## src/rtl/uart_tx.sv

```systemverilog
// UART transmitter: start bit, 8 data bits MSB first, optional even parity, 1 or 2 stop bits.
// One byte is accepted per valid/ready handshake; the serial line idles high.
module uart_tx #(
    parameter int CLKS_PER_BIT = 87,
    parameter int PARITY_EN    = 1,
    parameter int STOP_BITS    = 1
) (
    input  logic       tx_clk,
    input  logic       tx_rst,
    input  logic       tx_en,
    input  logic [7:0] tx_i_data,
    input  logic       tx_i_data_valid,
    output logic       tx_o_ready,
    output logic       o_tx,
    output logic       tx_o_busy,
    output logic       tx_o_done
);

    localparam int CNT_W = $clog2(CLKS_PER_BIT);
    localparam logic [CNT_W-1:0] CNT_LAST = CNT_W'(CLKS_PER_BIT - 1);
    localparam logic [2:0] STOP_LAST = 3'(STOP_BITS - 1);

    typedef enum logic [2:0] {
        IDLE,
        START,
        DATA,
        PARITY,
        STOP
    } state_t;

    state_t           state_q, state_d;
    logic [CNT_W-1:0] cnt_q, cnt_d;
    logic [2:0]       idx_q, idx_d;
    logic [7:0]       shreg_q, shreg_d;
    logic             par_q, par_d;
    logic             tx_q, tx_d;
    logic             done_q, done_d;
    logic             accept;
    logic             bit_end;

    assign tx_o_ready = (state_q == IDLE) && tx_en && !tx_rst;
    assign accept     = tx_i_data_valid && tx_o_ready;
    assign bit_end    = (cnt_q == CNT_LAST);
    assign o_tx       = tx_q;
    assign tx_o_busy  = (state_q != IDLE);
    assign tx_o_done  = done_q;

    always_comb begin
        state_d = state_q;
        cnt_d   = cnt_q;
        idx_d   = idx_q;
        shreg_d = shreg_q;
        par_d   = par_q;
        done_d  = 1'b0;
        tx_d    = 1'b1;

        if (state_q != IDLE) begin
            cnt_d = bit_end ? '0 : cnt_q + CNT_W'(1);
        end

        case (state_q)
            IDLE: begin
                if (accept) begin
                    state_d = START;
                    shreg_d = tx_i_data;
                    par_d   = ^tx_i_data;
                    cnt_d   = '0;
                end
            end
            START: begin
                if (bit_end) begin
                    state_d = DATA;
                    idx_d   = 3'd7;
                end
            end
            DATA: begin
                if (bit_end) begin
                    if (idx_q == 3'd0) begin
                        state_d = (PARITY_EN != 0) ? PARITY : STOP;
                        idx_d   = STOP_LAST;
                    end else begin
                        idx_d = idx_q - 3'd1;
                    end
                end
            end
            PARITY: begin
                if (bit_end) begin
                    state_d = STOP;
                    idx_d   = STOP_LAST;
                end
            end
            STOP: begin
                // idx counts the remaining stop bits so two stop bits reuse the bit timer
                if (bit_end) begin
                    if (idx_q == 3'd0) begin
                        state_d = IDLE;
                        done_d  = 1'b1;
                    end else begin
                        idx_d = idx_q - 3'd1;
                    end
                end
            end
            default: state_d = IDLE;
        endcase

        // Line level is registered from the next state so it changes with the state
        case (state_d)
            IDLE:    tx_d = 1'b1;
            START:   tx_d = 1'b0;
            DATA:    tx_d = shreg_d[idx_d];
            PARITY:  tx_d = par_d;
            default: tx_d = 1'b1;
        endcase
    end

    always_ff @(posedge tx_clk or posedge tx_rst) begin
        if (tx_rst) begin
            state_q <= IDLE;
            cnt_q   <= '0;
            idx_q   <= 3'd0;
            shreg_q <= 8'd0;
            par_q   <= 1'b0;
            tx_q    <= 1'b1;
            done_q  <= 1'b0;
        end else begin
            state_q <= state_d;
            cnt_q   <= cnt_d;
            idx_q   <= idx_d;
            shreg_q <= shreg_d;
            par_q   <= par_d;
            tx_q    <= tx_d;
            done_q  <= done_d;
        end
    end

endmodule

```

## config.mk

```make
export PLATFORM = sky130hd
export DESIGN_NAME = uart_tx
export DESIGN_NICKNAME = d
export VERILOG_FILES = /design/src/rtl/uart_tx.sv
export SDC_FILE = /design/constraint.sdc
export NUM_CORES = 1
export LEC_CHECK = 0
export ABC_AREA = 1
export CORE_MARGIN = 8
export CORE_UTILIZATION = 50
export CTS_CLUSTER_DIAMETER = 120
export CTS_CLUSTER_SIZE = 14
export DETAILED_ROUTE_END_ITERATION = 12
export GPL_ROUTABILITY_DRIVEN = 0
export PLACE_DENSITY = 0.68
export SETUP_SLACK_MARGIN = 0.4
export SLEW_MARGIN = 20
export SYNTH_ARGS = -nofsm -noshare
export SYNTH_HDL_FRONTEND = slang
export SYNTH_SLANG_ARGS = --single-unit
```

## constraint.sdc

```tcl
create_clock -name tx_clk -period 4.8 [get_ports tx_clk]
set_input_delay 0.96 -clock tx_clk [delete_from_list [all_inputs] [get_ports tx_clk]]
set_output_delay 0.96 -clock tx_clk [all_outputs]
set_load 0.005 [all_outputs]
```

==> results.py <==
metrics = {
    "route": {
        "drt_iter0_markers": 97,
        "wl_per_cell_um": 10.8,
        "wirelength_mm": 2.97,
        "drc_errors": 0,
        "vias": 1312,
        "antenna_left": 0,
        "drt_first_pass_iters": 4,
        "vias_per_cell": 4.75,
    },
    "timing": {
        "clock.fmax_mhz": 309,
        "setup_tns_ns": 0,
        "maxSlewHeadroom": 0.764,
        "setup_viol": 0,
        "slew_violations": 0,
        "tightest_slew_ns": 0.354,
        "post-route-period-util": 0.674,
        "hold_viol": 0,
        "rsz0062_at_grt": "false",
        "finalClockSkew_ns": 0.00368,
        "period_needed_ns": 3.24,
    },
    "cells_and_area": {
        "instances_no_fill": 276,
        "fin_util": 0.593,
        "drive_gt1_frac": 0.138,
        "antennaDiodeCount": 0,
        "multiInputGateArea_um2": 795,
        "fillerInstances": 310,
        "regArea_um2": 602,
        "layout.nets": 250,
        "area_delta_synth_final_pct": 13.4,
    },
    "cts": {
        "clk_pin_slew_ns": 0.13,
        "clock-sinks": 24,
        "cts_tree": "done",
        "post_cts_resized": 0,
        "cts_buffers": 3,
        "cts_hold_buf": 0,
        "cts_setup_buffers": 0,
        "insertion_delay_ns": 0.31,
        "root_buffer": "clkbuf_4",
        "clockBufferDepth": 2,
        "cts_max_level": 1,
    },
    "synthesis": {
        "synth_seq_cells": 24,
        "syn_nets": 233,
        "seq_area_frac_synth": 0.377,
        "synth_cell_types": 33,
        "ys_async_sr_fraction": 1.00,
        "synth_warnings": 0,
        "syn_area_um2": 1600,
        "syn_inst": 216,
        "synth_edf_count": 0,
        "ys.flop_type": "dfrtp_1",
        "synth_area_per_cell_um2": 7.39,
    },
    "worst_setup_path": {
        "slowest_stage": "clkdlybuf4s50_1",
        "cp_cell_sequence": "clkdlybuf4s50_1, inv_1, nand2_1, nor2_2, clkdlybuf4s50_1",
        "crit_type": "input port to output port",
        "crit_fanout": 4,
        "arrival_ns": 2.28,
        "crit_family": "buffers and inverters",
        "slowest_delay_ns": 0.54,
        "end_kind": "output port",
        "start_kind": "input port",
        "crit_top_cell": "clkdlybuf4s50_1",
        "critPathBufInv": 3,
        "cp.required_ns": 3.84,
    },
    "power": {
        "p_per_area_nw_per_um2": 189,
        "p_switching_w": 0.0000773,
        "vdd.ir_drop.worst_uv": 124,
        "p_sw_frac": 0.226,
        "internal_power_w": 0.000265,
        "pwr-share-comb": 0.091,
        "clockPowerShare": 0.315,
        "seqPwrFrac": 0.593,
        "p_leak_nw": 0.880,
    },
    "floorplanning": {
        "ioPinCount": 16,
        "rows": 20,
        "die_w_um": 72.5,
        "coreArea_um2": 3050,
        "die_area_um2": 5260,
        "die_h_um": 72.5,
        "start_util": 0.523,
    },
    "global_route": {
        "grt_overflow": 0,
        "grt_pass1_vias": 1252,
        "antenna_found_initial": 0,
        "grt_pass1_wl_mm": 5.18,
        "grt_max_degree": 25,
        "grt_usage": 0.122,
    },
    "place": {
        "port_buffers": 15,
        "dpl.hpwl_mm": 2.38,
        "place_inst": 272,
    },
    "outcome": {
        "status": "completed",
    },
    "job": {
        "max_cap_viol_count": 0,
    },
    "min_path": {
        "hold_class": "flop to flop",
    },
}
worst min-delay path: stages (launching register included):
cell     delay (ns)
dfrtp_1        0.37
nand2_1        0.06
nand2_2        0.09
final cells by class:
cell class / instances / area share
Tap cell: 44 / 0.0304
Inverter: 44 / 0.0912
Timing Repair Buffer: 16 / 0.0871
Multi-Input combinational cell: 144 / 0.439
Clock buffer: 4 / 0.0200
Sequential cell: 24 / 0.332
metrics by stage:
step	worst slack, ns	total power [W]	instance area, µm²	hold slack [ns]
4_1_cts	1.58	0.000346	1810	0.558
3_3_place_gp	1.57	0.000238	1770	0.525
5_1_grt	1.52	0.000358	1810	0.584
6_report	1.56	0.000342	1810	0.554
3_5_place_dp	1.59	0.000239	1770	0.523
2_1_floorplan	2.03	0.000223	1600	0.495
logic make-up (layout without fill, tap and decap cells):
group	after synthesis	after routing	synth area share
adder cells (fa/ha/maj)	5	5	0.0392
AO/OA/AOI/OAI	19	19	0.0760
flip-flops	24	24	0.377
buffers and inverters	48	64	0.125
XOR/XNOR	7	7	0.0384
AND/OR/NAND/NOR	113	113	0.344
cells in the final DEF (no fill, tap or decap):
| master | netlist | routed |
|---|---|---|
| nand2_1 | 51 | 51 |
| inv_1 | 39 | 39 |
| nand3_1 | 24 | 24 |
| dfrtp_1 | 23 | 23 |
| clkdlybuf4s50_1 | 0 | 15 |
| nor2_1 | 12 | 12 |
| nor2_2 | 6 | 6 |
| inv_2 | 5 | 5 |
| nand2_2 | 5 | 5 |
| a21oi_1 | 5 | 5 |
| xnor2_1 | 5 | 5 |
| ha_1 | 5 | 5 |
| o21ai_0 | 4 | 4 |
| nor3_1 | 3 | 3 |
| nand3b_1 | 3 | 3 |
| o21ai_2 | 3 | 3 |
| clkbuf_4 | 0 | 3 |
| nor3b_1 | 2 | 2 |
| or2_2 | 2 | 2 |
| o21ai_1 | 2 | 2 |
| xor2_1 | 2 | 2 |
| nor2_4 | 1 | 1 |
| nand4_4 | 1 | 1 |
| o221ai_1 | 1 | 1 |
| nand3_2 | 1 | 1 |
| a211oi_1 | 1 | 1 |
| o31ai_1 | 1 | 1 |
| a21oi_2 | 1 | 1 |
| a21boi_0 | 1 | 1 |
| and3_1 | 1 | 1 |
| nor3_2 | 1 | 1 |
| clkbuf_8 | 0 | 1 |
| dfstp_2 | 1 | 1 |
| buf_4 | 1 | 1 |
metal layers:
layer | track usage | routed length, µm | vias up
met3 | 0.0248 | 112 | 6
met5 | 0 | 0 | -
li1 | - | - | 702
met4 | 0.0356 | 46 | 0
met1 | 0.154 | 1480 | 578
met2 | 0.204 | 1340 | 26
power by group through the flow:
stage / Clock (W) / Combinational [W] / Sequential [W]
3_3_place_gp: 0 / 0.0000314 / 0.000207
2_1_floorplan: 0 / 0.0000167 / 0.000207
6_report: 0.000108 / 0.0000313 / 0.000203
5_1_grt: 0.000119 / 0.0000352 / 0.000203
3_5_place_dp: 0 / 0.0000317 / 0.000207
4_1_cts: 0.000111 / 0.0000319 / 0.000203
registers in the layout (all words and copies together) (netlist names):
name and count:
cnt_q 7, par_q 1, idx_q 3, shreg_q 8
tx_o_done 1, state_q 3, o_tx 1
worst paths after layout:
path                       slack (ns)  depth (start not counted)     start          to
setup / recovery                 1.56                          5    tx_rst  tx_o_ready
max in group asynchronous        3.46                          3    tx_rst        o_tx
setup reg to reg                 2.56                         16  idx_q[0]        o_tx
hold reg to reg                  0.55                          2  idx_q[1]    idx_q[1]
min in group asynchronous        1.05                          3    tx_rst  state_q[2]
hold / removal                   0.55                          2  idx_q[1]    idx_q[1]
synth_stat cells (2+ instances only):
| cell | instances | share of area |
|---|---|---|
| a21oi_1 | 5 | 0.016 |
| xor2_1 | 2 | 0.011 |
| o21ai_2 | 3 | 0.016 |
| nor3_1 | 3 | 0.0094 |
| or2_2 | 2 | 0.0078 |
| nor2_2 | 6 | 0.024 |
| nand3b_1 | 3 | 0.014 |
| buf_6 | 2 | 0.014 |
| nand3_1 | 24 | 0.075 |
| nor2_1 | 12 | 0.028 |
| nand2_2 | 5 | 0.020 |
| o21ai_0 | 4 | 0.013 |
| nor3b_1 | 2 | 0.0094 |
| xnor2_1 | 5 | 0.027 |
| nand2_1 | 51 | 0.12 |
| ha_1 | 5 | 0.039 |
| dfrtp_1 | 23 | 0.36 |
| o21ai_1 | 2 | 0.0063 |
| inv_1 | 39 | 0.092 |
| inv_2 | 5 | 0.012 |
Power figures use the tool's default switching activity.
